## src/rtl/frame_stream_ctrl_if.sv

```systemverilog
// Avalon-ST pixel stream from the scan-out sequencer to the video scaler sink.
interface frame_stream_ctrl_if #(
  parameter int unsigned DATA_W = 30
) ();
  logic [DATA_W-1:0] data;
  logic              valid;
  logic              ready;
  logic              sop;
  logic              eop;

  modport master (output data, valid, sop, eop, input ready);
  modport slave  (input data, valid, sop, eop, output ready);
endinterface

```

## src/rtl/frame_stream_ctrl.sv

```systemverilog
// Raster-order frame-buffer reader: issues addresses under a 2-credit rule, absorbs the
// 1-clk read latency in a 2-entry output FIFO and tags pixels with SOP/EOP.
module frame_stream_ctrl #(
  parameter int unsigned H_RES  = 320,
  parameter int unsigned V_RES  = 240,
  parameter int unsigned ADDR_W = 17,
  parameter int unsigned DATA_W = 30,
  parameter int unsigned SEL_W  = 3,
  parameter int unsigned CNT_W  = 16
) (
  input  logic                  clk,
  input  logic                  reset_n,
  input  logic                  restart,
  input  logic [SEL_W-1:0]      menu_choice_in,
  output logic [SEL_W-1:0]      menu_choice_out,
  output logic [ADDR_W-1:0]     rdaddress,
  input  logic [DATA_W-1:0]     rddata,
  frame_stream_ctrl_if.master   out,
  output logic                  frame_done,
  output logic [CNT_W-1:0]      frame_count
);

  localparam int unsigned COL_W = (H_RES > 1) ? $clog2(H_RES) : 1;
  localparam int unsigned ROW_W = (V_RES > 1) ? $clog2(V_RES) : 1;
  localparam logic [COL_W-1:0] COL_LAST = COL_W'(H_RES - 1);
  localparam logic [ROW_W-1:0] ROW_LAST = ROW_W'(V_RES - 1);

  typedef enum logic {RUN, FLUSH} state_t;

  state_t              state_q, state_d;
  logic [COL_W-1:0]    col_q;
  logic [ROW_W-1:0]    row_q;
  logic                infl_q, infl_sop_q, infl_eop_q;
  logic [DATA_W-1:0]   head_data_q, skid_data_q;
  logic                head_vld_q, head_sop_q, head_eop_q;
  logic                skid_vld_q, skid_sop_q, skid_eop_q;
  logic                flush_c, pop_c, issue_c, push_c;
  logic                at_sop_c, at_eop_c;
  logic [2:0]          credit_c;

  assign out.data  = head_data_q;
  assign out.valid = head_vld_q;
  assign out.sop   = head_sop_q;
  assign out.eop   = head_eop_q;

  assign at_sop_c = (col_q == '0) && (row_q == '0);
  assign at_eop_c = (col_q == COL_LAST) && (row_q == ROW_LAST);
  assign push_c   = infl_q;

  // Outstanding reads (FIFO occupancy + in-flight) may never exceed 2 after this cycle.
  always_comb begin
    state_d  = state_q;
    flush_c  = 1'b0;
    pop_c    = 1'b0;
    issue_c  = 1'b0;
    credit_c = 3'(head_vld_q) + 3'(skid_vld_q) + 3'(infl_q);
    case (state_q)
      RUN: begin
        if (restart) begin
          flush_c = 1'b1;
          state_d = FLUSH;
        end else begin
          pop_c   = head_vld_q & out.ready;
          issue_c = (credit_c - 3'(pop_c)) < 3'd2;
        end
      end
      FLUSH: begin
        flush_c = 1'b1;
        if (!restart) state_d = RUN;
      end
      default: state_d = RUN;
    endcase
  end

  always_ff @(posedge clk or negedge reset_n) begin
    if (!reset_n) state_q <= RUN;
    else          state_q <= state_d;
  end

  // Address/position counters, read tracking and frame bookkeeping.
  always_ff @(posedge clk or negedge reset_n) begin
    if (!reset_n) begin
      rdaddress       <= '0;
      col_q           <= '0;
      row_q           <= '0;
      infl_q          <= 1'b0;
      infl_sop_q      <= 1'b0;
      infl_eop_q      <= 1'b0;
      menu_choice_out <= '0;
      frame_done      <= 1'b0;
      frame_count     <= '0;
    end else if (flush_c) begin
      rdaddress  <= '0;
      col_q      <= '0;
      row_q      <= '0;
      infl_q     <= 1'b0;
      frame_done <= 1'b0;
    end else begin
      frame_done <= pop_c & head_eop_q;
      if (pop_c && head_eop_q) frame_count <= frame_count + CNT_W'(1);
      infl_q <= issue_c;
      if (issue_c) begin
        infl_sop_q <= at_sop_c;
        infl_eop_q <= at_eop_c;
        if (rdaddress == '0) menu_choice_out <= menu_choice_in;
        rdaddress <= at_eop_c ? '0 : rdaddress + ADDR_W'(1);
        if (col_q == COL_LAST) begin
          col_q <= '0;
          row_q <= (row_q == ROW_LAST) ? '0 : row_q + ROW_W'(1);
        end else begin
          col_q <= col_q + COL_W'(1);
        end
      end
    end
  end

  // Two-entry FIFO as head + skid registers; head only moves on pop so it holds under stall.
  always_ff @(posedge clk or negedge reset_n) begin
    if (!reset_n) begin
      head_vld_q  <= 1'b0;
      head_data_q <= '0;
      head_sop_q  <= 1'b0;
      head_eop_q  <= 1'b0;
      skid_vld_q  <= 1'b0;
      skid_data_q <= '0;
      skid_sop_q  <= 1'b0;
      skid_eop_q  <= 1'b0;
    end else if (flush_c) begin
      head_vld_q <= 1'b0;
      skid_vld_q <= 1'b0;
    end else begin
      case ({pop_c, push_c})
        2'b11: begin
          if (skid_vld_q) begin
            head_data_q <= skid_data_q;
            head_sop_q  <= skid_sop_q;
            head_eop_q  <= skid_eop_q;
            skid_data_q <= rddata;
            skid_sop_q  <= infl_sop_q;
            skid_eop_q  <= infl_eop_q;
          end else begin
            head_data_q <= rddata;
            head_sop_q  <= infl_sop_q;
            head_eop_q  <= infl_eop_q;
          end
        end
        2'b10: begin
          if (skid_vld_q) begin
            head_data_q <= skid_data_q;
            head_sop_q  <= skid_sop_q;
            head_eop_q  <= skid_eop_q;
            skid_vld_q  <= 1'b0;
          end else begin
            head_vld_q <= 1'b0;
          end
        end
        2'b01: begin
          if (!head_vld_q) begin
            head_vld_q  <= 1'b1;
            head_data_q <= rddata;
            head_sop_q  <= infl_sop_q;
            head_eop_q  <= infl_eop_q;
          end else begin
            skid_vld_q  <= 1'b1;
            skid_data_q <= rddata;
            skid_sop_q  <= infl_sop_q;
            skid_eop_q  <= infl_eop_q;
          end
        end
        default: ;
      endcase
    end
  end

endmodule

```

## src/flat_wrapper.sv

```systemverilog
// flat-port wrapper written by rule: the top's interface ports become plain ports
module frame_stream_ctrl_flat 
#(
  parameter int unsigned H_RES  = 320,
  parameter int unsigned V_RES  = 240,
  parameter int unsigned ADDR_W = 17,
  parameter int unsigned DATA_W = 30,
  parameter int unsigned SEL_W  = 3,
  parameter int unsigned CNT_W  = 16
)
  (clk, reset_n, restart, menu_choice_in, menu_choice_out, rdaddress, rddata, frame_done, frame_count, out_data, out_valid, out_sop, out_eop, out_ready);
  frame_stream_ctrl_if #(.DATA_W(DATA_W)) out_i ();
  input  logic clk;
  input  logic reset_n;
  input  logic restart;
  input  logic [SEL_W-1:0] menu_choice_in;
  output logic [SEL_W-1:0] menu_choice_out;
  output logic [ADDR_W-1:0] rdaddress;
  input  logic [DATA_W-1:0] rddata;
  output logic frame_done;
  output logic [CNT_W-1:0] frame_count;
  output wire logic [$bits(out_i.data)-1:0] out_data;
  output wire logic [$bits(out_i.valid)-1:0] out_valid;
  output wire logic [$bits(out_i.sop)-1:0] out_sop;
  output wire logic [$bits(out_i.eop)-1:0] out_eop;
  input wire logic [$bits(out_i.ready)-1:0] out_ready;
  assign out_data = out_i.data;
  assign out_valid = out_i.valid;
  assign out_sop = out_i.sop;
  assign out_eop = out_i.eop;
  assign out_i.ready = out_ready;
  frame_stream_ctrl #(.H_RES(H_RES), .V_RES(V_RES), .ADDR_W(ADDR_W), .DATA_W(DATA_W), .SEL_W(SEL_W), .CNT_W(CNT_W)) u_core (.clk(clk), .reset_n(reset_n), .restart(restart), .menu_choice_in(menu_choice_in), .menu_choice_out(menu_choice_out), .rdaddress(rdaddress), .rddata(rddata), .out(out_i), .frame_done(frame_done), .frame_count(frame_count));
endmodule
```

## config.mk

```make
export PLATFORM = sky130hd
export DESIGN_NAME = frame_stream_ctrl_flat
export DESIGN_NICKNAME = d
export VERILOG_FILES = /design/src/rtl/frame_stream_ctrl_if.sv /design/src/rtl/frame_stream_ctrl.sv /design/src/flat_wrapper.sv
export SDC_FILE = /design/constraint.sdc
export NUM_CORES = 1
export LEC_CHECK = 0
export BUFFER_PORTS_ARGS = -buffer_cell sky130_fd_sc_hd__buf_2
export CAP_MARGIN = 20
export CORE_UTILIZATION = 45
export CTS_BUF_LIST = sky130_fd_sc_hd__clkbuf_2 sky130_fd_sc_hd__clkbuf_4 sky130_fd_sc_hd__clkbuf_8
export CTS_CLUSTER_SIZE = 40
export DETAILED_ROUTE_END_ITERATION = 10
export PLACE_DENSITY = 0.73
export SYNTH_ARGS = -nofsm -noshare
export SYNTH_HDL_FRONTEND = slang
export SYNTH_SLANG_ARGS = --single-unit
export TNS_END_PERCENT = 100
```

## constraint.sdc

```tcl
create_clock -name clk -period 4.1 [get_ports clk]
set_clock_uncertainty 0.2 [all_clocks]
set_input_delay 1.025 -clock clk [delete_from_list [all_inputs] [get_ports clk]]
set_output_delay 1.025 -clock clk [all_outputs]
set_load 0.02 [all_outputs]
```

==> PnR_summary.wiki, run 1 <==
{| class="wikitable"
! Metric !! Value
|-
| Run status || complete, no violations
|-
| EDFF count, synth || 0
|-
| Port Buffers || roughly 110
|-
| Critical path peak fanout || 8
|-
| Sw power || 789 uW
|-
| Post-CTS setup repair buffer count || 0
|-
| Slowest CP cell || sky130_fd_sc_hd__fa_1
|-
| Cts-stage hold buffer count || 0
|-
| Average cell area after synthesis || 11.0 um2
|-
| Share of final-layout standard cells stronger than drive strength 1 || 0.295
|-
| Clock-pin slew on the worst setup and hold paths || ~0.070 ns
|-
| CP Buf/Inv Count || 3
|-
| Number of DRC markers after the initial detailed-route iteration || approximately 340
|-
| Int Pwr || 2100 uW
|-
| Floorplan Core Area || approximately 13,000 um2
|-
| Portion of total power attributed to the clock network || 0.389
|-
| Leading area contributor after synthesis || sky130_fd_sc_hd__dfrtp_1
|-
| Slew margin rel. || 0.395
|-
| Worst vdd rail ir drop || ~190 uV
|-
| Fraction of the yosys area taken by sequential cells || 0.493
|-
| Syn Nets || 625
|-
| Synthesized instance count || 574
|-
| Die ar. || around 14,000 um2
|-
| Final nets || between 700 and 800
|-
| Max-cap violations || 0
|-
| Setup repair after global routing missed its margin || false
|-
| Distinct cell type count of the synthesized netlist || 47
|-
| Post-layout total power || about 2900 uW
|-
| Number of hold violations in the final report || 0
|-
| Clock H-tree levels || 4
|-
| Worst Path Class, Setup || primary input to register
|-
| Async set or reset register ratio after synthesis || 1.00
|-
| Vertical extent of the die || about 120 um
|-
| LEAKAGE || between 0.003 and 0.004 uW
|-
| Number of core rows || 42
|-
| Final-layout setup total negative slack || 0 ns
|-
| Overall overflow remaining after global route || 0
|-
| Worst-margin pin slew || 0.908 ns
|-
| First-pass iteration count of the detailed router || 5
|-
| Family of cells with the greatest summed delay on the critical path || adder cells
|-
| Count of warnings emitted by yosys || 0
|-
| Utilization of the core after routing || 0.555
|-
| Reg-to-reg slack, setup || slightly above 0.9 ns
|-
| Switching share of power || 0.273
|-
| Clk_lat worst skew || between 0.4 and 0.5 ns
|-
| Startpoint type of the worst setup path || primary input
|-
| Number of buffers added by the clock tree synthesis step || 17
|-
| Flip-flop and latch count after synthesis || around 120
|-
| Logic pwr share || 0.137
|-
| Placed Instances || 836
|-
| Data arrival at the endpoint of the critical path || about 3.4 ns
|-
| Ant diodes || 0
|-
| Part of the total power dissipated in sequential elements || 0.475
|-
| Post-Layout Cell Count || about 870
|-
| Number of pins exceeding their max-slew limit in the final report || 0
|-
| F_max || 301 MHz
|-
| I/O pins || approximately 110
|-
| PD cells || 387 nW/um2
|-
| CTS root buf || sky130_fd_sc_hd__clkbuf_8
|-
| Sink count of the clock tree || between 100 and 150
|-
| Synthesis-to-finish area growth || 18.7%
|-
| Top_reg_cell synth || sky130_fd_sc_hd__dfrtp_1
|-
| Main area contributors after synthesis || sky130_fd_sc_hd__dfrtp_1 (49%), sky130_fd_sc_hd__mux2_2 (6.6%), sky130_fd_sc_hd__mux2i_1 (5.4%), sky130_fd_sc_hd__a221oi_1 (4.3%), sky130_fd_sc_hd__a211oi_1 (3.7%)
|-
| First-pass GRT wire length || 24,600 um
|-
| Gp weighted congestion || about 0.84
|-
| Drc violations || 0
|-
| Number of antenna violations at the first check in global routing || 1
|-
| Hold WC Path Type || register to register
|-
| Final cycle utilization of the critical path || 0.811
|-
| Routed wire length || 14,600 um
|-
| Post-synthesis instance area || roughly 6300 um2
|-
| Final critical delay including setup and external delays || between 3 and 4 ns
|-
| Top-area cell type share of the netlist area || 0.493
|-
| Resize count post-CTS || 0
|-
| Clock tree from TritonCTS || done
|-
| Clock Tree Buf Depth || 2
|-
| Vias || between 5,000 and 6,000
|-
| GRT Resource Usage Total || 0.214
|-
| Post-DR vias/cell || between 5 and 6
|-
| DIE WIDTH || 120 um
|-
| Detailed-placement wirelength estimate || 9780 um
|-
| Initial core utilization || 0.468
|-
| Count of final setup violators || 0
|-
| Vias in the first global route || 5,145
|-
| Post-route ant nets || 0
|-
| Largest net degree at the start of global routing || 71
|-
| FILL cells || about 1,200
|-
| Required time worst endpoint || between 4 and 5 ns
|-
| Routed length per placed instance || 16.8 um
|-
| CP Cell Sequence || buf_2, and2_1, ha_1, nand2b_1, fa_1, xnor2_1, nand3_1, clkinv_1, buf_4, a21oi_1, o21ai_0, o31ai_1
|-
| Slowest cell delay on critical path || approximately 0.4 ns
|-
| Critical Path Sink Type || register
|}
[cell usage after synthesis, types with 6 or more instances]
master / number
sky130_fd_sc_hd__nand3_1: 20
sky130_fd_sc_hd__xor2_1: 13
sky130_fd_sc_hd__mux2i_1: 34
sky130_fd_sc_hd__xnor2_1: 18
sky130_fd_sc_hd__nand2_1: 31
sky130_fd_sc_hd__a21o_1: 31
sky130_fd_sc_hd__a211oi_1: 31
sky130_fd_sc_hd__nand4_1: 14
sky130_fd_sc_hd__mux2_2: 37
sky130_fd_sc_hd__a221oi_1: 31
sky130_fd_sc_hd__o21ai_0: 13
sky130_fd_sc_hd__clkbuf_1: 27
sky130_fd_sc_hd__dfrtp_1: 124
sky130_fd_sc_hd__nor3_1: 10
sky130_fd_sc_hd__nor2_1: 34
sky130_fd_sc_hd__a21oi_1: 11
sky130_fd_sc_hd__inv_1: 17
sky130_fd_sc_hd__a31oi_1: 9
sky130_fd_sc_hd__ha_1: 13
sky130_fd_sc_hd__nor4_1: 6
[metrics by stage]
stage / hold WS (ns) / worst slack, ns / instance area (um2)
after floorplan: 0.268 / 0.602 / 6290
after global placement: 0.253 / 0.416 / 7050
after detailed placement: 0.260 / 0.402 / 7050
after CTS: 0.270 / 0.842 / 7470
after global routing: 0.287 / 0.625 / 7470
final: 0.267 / 0.775 / 7470
[worst register-to-register path, cell delays in order (launching register included)]
cell	delay, ns
sky130_fd_sc_hd__dfrtp_1	0.49
sky130_fd_sc_hd__and2_1	0.22
sky130_fd_sc_hd__ha_1	0.27
sky130_fd_sc_hd__nand2b_1	0.16
sky130_fd_sc_hd__fa_1	0.41
sky130_fd_sc_hd__xnor2_1	0.29
sky130_fd_sc_hd__nand3_1	0.25
sky130_fd_sc_hd__clkinv_1	0.15
sky130_fd_sc_hd__buf_4	0.17
sky130_fd_sc_hd__a21oi_1	0.12
sky130_fd_sc_hd__o21ai_0	0.21
sky130_fd_sc_hd__o31ai_1	0.11
[power groups by stage]
stage	logic (uW)	clock network, uW	registers [uW]
finish	395	1120	1370
global route	431	1200	1380
CTS	400	1150	1370
detailed placement	399	0	1400
global placement	390	0	1390
floorplan	138	0	1480
[per-layer routing]
| layer | wire (um) | share of wire | vias up | GRT usage |
|---|---|---|---|---|
| met2 | 7310 | 0.50 | 132 | 0.365 |
| met3 | 676 | 0.046 | 32 | 0.0486 |
| li1 | - | - | 2363 | - |
| met5 | 0 | 0 | - | 0 |
| met4 | 325 | 0.022 | 0 | 0.110 |
| met1 | 6290 | 0.43 | 2554 | 0.254 |
[worst paths after layout]
path,from,end,depth (start not counted)
setup reg to reg,u_core.out.valid$_DFFE_PN0P_,u_core.row_q[3]$_DFFE_PN0P_,11
setup / recovery,out_ready,u_core.row_q[3]$_DFFE_PN0P_,12
max in group asynchronous,reset_n,u_core.out.data[22]$_DFFE_PN0P_,2
min in group asynchronous,reset_n,u_core.col_q[2]$_DFFE_PN0P_,1
hold / removal,u_core.frame_count[15]$_DFFE_PN0P_,u_core.frame_count[15]$_DFFE_PN0P_,1
hold reg to reg,u_core.frame_count[15]$_DFFE_PN0P_,u_core.frame_count[15]$_DFFE_PN0P_,1
[cell type report]
class | count | area (um2) | area share
tap | 176 | 220 | 0.0295
sequential | 124 | 3100 | 0.416
inverter | 18 | 67.6 | 0.00905
clock buffer | 20 | 269 | 0.0360
clock inverter | 12 | 145 | 0.0194
timing repair buffer | 120 | 651 | 0.0871
multi-input combinational | 398 | 3010 | 0.403
[flip-flops by register name, summed over array words and instances, names as in the netlist, 3 cells and up]
| name | count |
|---|---|
| u_core.col_q | 9 |
| u_core.frame_count | 16 |
| u_core.menu_choice_out | 3 |
| u_core.out.data | 30 |
| u_core.rdaddress | 17 |
| u_core.row_q | 8 |
| u_core.skid_data_q | 30 |
[logic make-up after synthesis]
| group | count (synthesis) | share of synthesized area |
|---|---|---|
| simple gates | 141 | 0.117 |
| buf+inv | 52 | 0.0318 |
| compound gates | 141 | 0.165 |
| fa+ha+maj | 14 | 0.0290 |
| flops | 124 | 0.493 |
| mux | 71 | 0.120 |
| xor+xnor | 31 | 0.0432 |
[layout by cell type (no fill, tap or decap), drive strengths merged, types with 6 or more instances in the layout]
master	n
clkinv	6
xnor2	18
mux2i	34
nor4	9
nand4	15
clkbuf	20
a21oi	12
nand3	20
mux2	37
xor2	13
inv	17
nor3	10
nand2	32
a221oi	31
ha	13
a31oi	9
dfrtp	124
o21ai	13
buf	120
nor2	34
a21o	31
a211oi	31
(Power assumes the default switching activity.)
==> run 2: changes to the inputs <==
- clock period: 4.1 -> 3.4 ns (I/O delays scaled with it)
==> PnR_summary.wiki, run 2 (synthesis gave the netlist of run 1 again) <==
{| class="wikitable"
! Metric !! Value
|-
| Run status || complete, no violations
|-
| Data arrival at the endpoint of the critical path || 3.18 ns (-0.26 ns)
|-
| GRT Resource Usage Total || 0.215 (+0.000582)
|-
| Post-CTS setup repair buffer count || 0 (unchanged)
|-
| Logic pwr share || 0.145 (+0.008)
|-
| I/O pins || 107 (unchanged)
|-
| Port Buffers || 106 (unchanged)
|-
| Die ar. || 14,500 um2 (unchanged)
|-
| Part of the total power dissipated in sequential elements || 0.496 (+0.021)
|-
| Sw power || 917 uW (+16%)
|-
| Required time worst endpoint || 3.53 ns (-0.69 ns)
|-
| Number of core rows || 42 (unchanged)
|-
| Portion of total power attributed to the clock network || 0.360 (-0.029)
|-
| Cts-stage hold buffer count || 0 (unchanged)
|-
| Utilization of the core after routing || 0.557 (+0.00223)
|-
| CTS root buf || sky130_fd_sc_hd__clkbuf_8
|-
| Drc violations || 0 (unchanged)
|-
| Number of hold violations in the final report || 0 (unchanged)
|-
| Worst vdd rail ir drop || 189 uV (+1.4%)
|-
| First-pass iteration count of the detailed router || 4 (-1)
|-
| Setup repair after global routing missed its margin || false
|-
| Resize count post-CTS || 0 (unchanged)
|-
| Clk_lat worst skew || 0.43 ns (about the same)
|-
| Slew margin rel. || 0.492 (+0.0978)
|-
| LEAKAGE || 0.00368 uW (+0.98%)
|-
| Critical path peak fanout || 19 (+11)
|-
| Routed length per placed instance || 16.9 um (+0.34%)
|-
| Most frequent cells in the layout || sky130_fd_sc_hd__dfrtp_1 (123), sky130_fd_sc_hd__buf_2 (105), sky130_fd_sc_hd__mux2_2 (37)
|-
| Routed wire length || 14,800 um (+1.2%)
|-
| Max-cap violations || 0 (unchanged)
|-
| Count of final setup violators || 0 (unchanged)
|-
| Number of pins exceeding their max-slew limit in the final report || 0 (unchanged)
|-
| DIE WIDTH || 120 um (unchanged)
|-
| Post-DR vias/cell || 5.81 (-0.70%)
|-
| Startpoint type of the worst setup path || primary input
|-
| Detailed-placement wirelength estimate || 9880 um (+1.1%)
|-
| Hold WC Path Type || primary input to asynchronous set/reset pin
|-
| Int Pwr || 2420 uW (+15%)
|-
| Sequential standard cell area || 3100 um2 (unchanged)
|-
| Final cycle utilization of the critical path || 0.896
|-
| Post-route ant nets || 0 (unchanged)
|-
| Sink count of the clock tree || 124 (unchanged)
|-
| Final critical delay including setup and external delays || 3.05 ns
|-
| Synthesis-to-finish area growth || 19.2%
|-
| Overall overflow remaining after global route || 0 (unchanged)
|-
| F_max || 328 MHz
|-
| Worst-margin pin slew || 0.755 ns (-0.153 ns)
|-
| Clock-pin slew on the worst setup and hold paths || 0.07 ns (about the same)
|-
| Leading cell type in the layout, fill and taps excluded || sky130_fd_sc_hd__dfrtp_1
|-
| Clock H-tree levels || 4 (unchanged)
|-
| Floorplan Core Area || 13,500 um2 (unchanged)
|-
| Number of antenna violations at the first check in global routing || 0 (-1)
|-
| Switching share of power || 0.275 (+0.00155)
|-
| Area of the multi-input gates || 3010 um2 (unchanged)
|-
| First-pass GRT wire length || 24,600 um (+0.14%)
|-
| Vias in the first global route || 4,923 (-4.3%)
|-
| Largest net degree at the start of global routing || 66 (-7.0%)
|-
| Ant diodes || 0 (unchanged)
|-
| Clock Tree Buf Depth || 2 (unchanged)
|-
| PD cells || 445 nW/um2 (+15%)
|-
| Number of buffers added by the clock tree synthesis step || 17 (unchanged)
|-
| Initial core utilization || 0.468 (unchanged)
|-
| Clock tree from TritonCTS || done
|-
| Critical Path Sink Type || register
|-
| Share of final-layout standard cells stronger than drive strength 1 || 0.302 (+0.00706)
|-
| FILL cells || 1,215 (+1.3%)
|-
| Minimum hold slack || 0.145 ns (-0.122 ns)
|-
| Vertical extent of the die || 120 um (unchanged)
|-
| Vias || 5,086 (+0.098%)
|-
| Worst Path Class, Setup || primary input to register
|-
| Final-layout setup total negative slack || 0 ns (unchanged)
|-
| Number of DRC markers after the initial detailed-route iteration || 238 (-29%)
|-
| Gp weighted congestion || 0.846 (+0.14%)
|-
| Final nets || 737 (+0.96%)
|}
==> run 2: cell types whose count changed in the layout (fill, tap and decap cells not counted) <==
cell | before | now
sky130_fd_sc_hd__bufinv_16 | 3 | 1
sky130_fd_sc_hd__clkinvlp_4 | 4 | 1
sky130_fd_sc_hd__clkbuf_4 | 1 | 5
sky130_fd_sc_hd__buf_4 | 14 | 19
sky130_fd_sc_hd__clkinv_2 | 5 | 6
sky130_fd_sc_hd__buf_12 | 1 | 3
==> run 2: worst max-delay path, cell delays in order <==
cell,delay [ns]
sky130_fd_sc_hd__buf_2,0.09
sky130_fd_sc_hd__and2_1,0.16
sky130_fd_sc_hd__ha_1,0.26
sky130_fd_sc_hd__nand2b_1,0.15
sky130_fd_sc_hd__fa_1,0.40
sky130_fd_sc_hd__xnor2_1,0.25
sky130_fd_sc_hd__nand3_1,0.14
sky130_fd_sc_hd__buf_4,0.17
sky130_fd_sc_hd__a21oi_2,0.15
sky130_fd_sc_hd__buf_12,0.17
sky130_fd_sc_hd__a41oi_1,0.14
sky130_fd_sc_hd__a31oi_1,0.24
==> run 2: power groups by stage <==
stage / sequential (uW) / combinational (uW) / clock (uW)
after floorplan: 1790 / 166 / 0
after global placement: 1680 / 474 / 0
after detailed placement: 1680 / 489 / 0
after CTS: 1660 / 490 / 1240
after global routing: 1670 / 527 / 1300
final: 1660 / 483 / 1200
==> run 2: through the flow <==
stage | total power [uW] | instances | cell area [um2] | setup WS [ns]
floorplan | 1950 | 574 | 6290 | 0.0766
global route | 3490 | 875 | 7500 | 0.187
CTS | 3380 | 875 | 7500 | 0.440
global placement | 2150 | 843 | 7130 | 0.0434
finish | 3340 | 875 | 7500 | 0.355
detailed placement | 2170 | 843 | 7130 | -0.00666
==> run 2: cell type report <==
class                   count  share of cell area
clock buffers              24              0.0399
clock inverters             8             0.00901
inverters                  18             0.00901
multi-input cells         398               0.402
flip-flops and latches    124               0.414
well taps                 176              0.0294
repair buffers            127              0.0971
==> run 2: path summary, 6_finish.rpt <==
check / start / slack (ns) / end / cells after the start
max: out_ready / 0.35 / u_core.rdaddress[13]$_DFFE_PN0P_ / 12
min: reset_n / 0.15 / u_core.rdaddress[9]$_DFFE_PN0P_ / 1
max reg2reg: u_core.infl_q$_DFF_PN0_ / 0.42 / u_core.rdaddress[13]$_DFFE_PN0P_ / 11
min reg2reg: u_core.frame_count[15]$_DFFE_PN0P_ / 0.27 / u_core.frame_count[15]$_DFFE_PN0P_ / 1
max in group asynchronous: reset_n / 2.09 / u_core.skid_data_q[24]$_DFFE_PN0P_ / 2
min in group clk: u_core.frame_count[15]$_DFFE_PN0P_ / 0.27 / u_core.frame_count[15]$_DFFE_PN0P_ / 1
==> run 2: per-layer routing <==
metal,track usage,vias up,routed length [um]
met5,0,-,0
met4,0.0856,0,229
met3,0.0467,18,674
met2,0.357,131,7450
met1,0.273,2562,6410
li1,-,2375,-
==> run 3: changes to the inputs <==
- CTS_BUF_LIST: sky130_fd_sc_hd__clkbuf_2 sky130_fd_sc_hd__clkbuf_4 sky130_fd_sc_hd__clkbuf_8 -> default
- REMOVE_ABC_BUFFERS: default -> 1
==> PnR_summary.wiki, run 3 (synthesis gave the netlist of run 1 again) <==
{| class="wikitable"
! Metric !! Value
|-
| Run status || complete, no violations
|-
| Detailed-placement wirelength estimate || 10,100 um (+2.5%)
|-
| Final cycle utilization of the critical path || 0.904 (+0.00819)
|-
| F_max || 325 MHz (-0.91%)
|-
| RR Endpoint || u_core.row_q[7]$_DFFE_PN0P_
|-
| Clock Tree Buf Depth || 2 (unchanged)
|-
| Max-cap violations || 0 (unchanged)
|-
| Routed wire length || 14,800 um (+0.18%)
|-
| Worst-margin pin slew || 0.721 ns (-0.0344 ns)
|-
| Clk_lat worst skew || 0.41 ns (-0.02 ns)
|-
| Startpoint type of the worst setup path || primary input
|-
| Cts-stage hold buffer count || 0 (unchanged)
|-
| LEAKAGE || 0.00374 uW (+1.8%)
|-
| Data arrival at the endpoint of the critical path || 3.15 ns (-0.03 ns)
|-
| First-pass iteration count of the detailed router || 4 (unchanged)
|-
| Hold WC Path Type || primary input to asynchronous set/reset pin
|-
| Sw power || 950 uW (+3.6%)
|-
| Reg-to-reg slack, setup || 0.42 ns (about the same)
|-
| Utilization of the core after routing || 0.570 (+0.0126)
|-
| Number of antenna violations at the first check in global routing || 0 (unchanged)
|-
| DIE WIDTH || 120 um (unchanged)
|-
| Detailed route wirelength on metal2 || 7220 um (-3.1%)
|-
| Required time worst endpoint || 3.48 ns (-0.05 ns)
|-
| Setup repair after global routing missed its margin || false
|-
| Worst vdd rail ir drop || 319 uV (+69%)
|-
| First-pass GRT wire length || 24,900 um (+1.1%)
|-
| Resize count post-CTS || 0 (unchanged)
|-
| Drc violations || 0 (unchanged)
|-
| Post-route ant nets || 0 (unchanged)
|-
| Ant diodes || 0 (unchanged)
|-
| Vertical extent of the die || 120 um (unchanged)
|-
| Largest net degree at the start of global routing || 60 (-9.1%)
|-
| Post-CTS setup repair buffer count || 0 (unchanged)
|-
| Routed length per placed instance || 16.9 um (+0.41%)
|-
| Share of final-layout standard cells stronger than drive strength 1 || 0.293 (-0.00918)
|-
| Initial core utilization || 0.468 (unchanged)
|-
| Synthesis-to-finish area growth || 21.9%
|-
| GRT Resource Usage Total || 0.217 (+0.00233)
|-
| Number of pins exceeding their max-slew limit in the final report || 0 (unchanged)
|-
| Post-DR vias/cell || 5.89 (+1.4%)
|-
| Gp weighted congestion || 0.888 (+5.0%)
|-
| Count of final setup violators || 0 (unchanged)
|-
| Part of the total power dissipated in sequential elements || 0.438 (-0.058)
|-
| Clock-pin slew on the worst setup and hold paths || 0.05 ns (-0.02 ns)
|-
| Die ar. || 14,500 um2 (unchanged)
|-
| Source of the worst register-to-register timing path || u_core.infl_q$_DFF_PN0_
|-
| Logic pwr share || 0.128 (-0.017)
|-
| Met3 Wirelength || 732 um (+8.6%)
|-
| Leading cell type in the layout, fill and taps excluded || sky130_fd_sc_hd__dfrtp_1
|-
| Critical path peak fanout || 8 (-11)
|-
| Final-layout setup total negative slack || 0 ns (unchanged)
|-
| Minimum hold slack || 0.162 ns (+0.0171 ns)
|-
| Length of routed wiring on met1 || 6650 um (+3.7%)
|-
| Int Pwr || 2840 uW (+17%)
|-
| Floorplan Core Area || 13,500 um2 (unchanged)
|-
| Portion of total power attributed to the clock network || 0.434 (+0.074)
|-
| Critical Path Sink Type || register
|-
| Vias in the first global route || 5,044 (+2.5%)
|-
| Number of buffers added by the clock tree synthesis step || 17 (unchanged)
|-
| PD cells || 495 nW/um2 (+11%)
|-
| Highest signal layer in the routed design || met4
|-
| Number of DRC markers after the initial detailed-route iteration || 389 (+63%)
|-
| Number of core rows || 42 (unchanged)
|-
| Overall overflow remaining after global route || 0 (unchanged)
|-
| Worst R2R Path Depth || 11 (unchanged)
|-
| Sink count of the clock tree || 124 (unchanged)
|-
| Vias || 5,143 (+1.1%)
|-
| Most frequent cells in the layout || sky130_fd_sc_hd__dfrtp_1 (123), sky130_fd_sc_hd__buf_2 (105), sky130_fd_sc_hd__mux2_2 (37)
|-
| I/O pins || 107 (unchanged)
|-
| Setup slack at placement || -0.0923 ns (-0.0857 ns)
|-
| Slew margin rel. || 0.516 (+0.0231)
|-
| Port Buffers || 106 (unchanged)
|-
| Worst Path Class, Setup || primary input to register
|-
| Clock H-tree levels || 4 (unchanged)
|-
| Final worst-path setup slack || 0.327 ns (-0.0278 ns)
|-
| Final critical delay including setup and external delays || 3.07 ns (+0.0278 ns)
|-
| Clock tree from TritonCTS || done
|-
| Final nets || 739 (+0.27%)
|-
| Number of hold violations in the final report || 0 (unchanged)
|-
| Switching share of power || 0.251 (-0.0239)
|-
| CTS root buf || sky130_fd_sc_hd__clkbuf_16
|}
[run 3: cell types whose count changed in the layout (fill, tap and decap cells not counted), sizes merged]
| cell | delta |
|---|---|
| clkbuf | +2 |
| clkinvlp | -1 |
| buf | +2 |
| clkinv | -5 |
[run 3: area by class of cell]
type | instances | area [um2]
fillers | 1182 | 5780
flip-flops and latches | 124 | 3100
multi-input cells | 398 | 3010
repair buffers | 129 | 731
clock buffers | 26 | 499
well taps | 176 | 220
inverters | 18 | 67.6
clock inverters | 2 | 35.0
[run 3: worst max-delay path by stage]
stage                    from                                    end  slack [ns]  depth (start not counted)
finish              out_ready            u_core.row_q[7]$_DFFE_PN0P_        0.33                         12
global route        out_ready            u_core.row_q[3]$_DFFE_PN0P_        0.12                         12
CTS                 out_ready            u_core.row_q[5]$_DFFE_PN0P_        0.36                         12
detailed placement  out_ready            u_core.row_q[5]$_DFFE_PN0P_       -0.09                         12
global placement    out_ready  u_core.menu_choice_out[1]$_DFFE_PN0P_        0.04                         10
floorplan             restart         u_core.out.data[6]$_DFFE_PN0P_       -0.83                          8
[run 3: per-stage QoR]
step                power [uW]  std cells  instance area (um2)
global placement          2150        845                 7130
finish                    3790        873                 7670
CTS                       3830        873                 7670
detailed placement        2180        845                 7130
floorplan                 1950        540                 6160
global route              3950        873                 7670
[run 3: power groups by stage]
| stage | logic, uW | registers (uW) | clock network [uW] |
|---|---|---|---|
| 3_5_place_dp | 491 | 1680 | 0 |
| 5_1_grt | 528 | 1670 | 1750 |
| 2_1_floorplan | 162 | 1790 | 0 |
| 6_report | 486 | 1660 | 1650 |
| 3_3_place_gp | 476 | 1680 | 0 |
| 4_1_cts | 493 | 1660 | 1680 |
[run 3: worst max-delay path: stages]
cell	delay [ns]
sky130_fd_sc_hd__buf_2	0.10
sky130_fd_sc_hd__and2_1	0.17
sky130_fd_sc_hd__ha_1	0.27
sky130_fd_sc_hd__nand2b_1	0.16
sky130_fd_sc_hd__fa_1	0.41
sky130_fd_sc_hd__xnor2_1	0.26
sky130_fd_sc_hd__nand3_1	0.20
sky130_fd_sc_hd__clkinv_1	0.13
sky130_fd_sc_hd__buf_4	0.17
sky130_fd_sc_hd__a21oi_1	0.12
sky130_fd_sc_hd__o21ai_0	0.21
sky130_fd_sc_hd__o31ai_1	0.09
[run 3: layer usage]
metal  up-vias  global-route usage
met3        16              0.0453
met1      2599               0.296
met4         0              0.0687
met5         -                   0
li1       2380                   -
met2       148               0.348
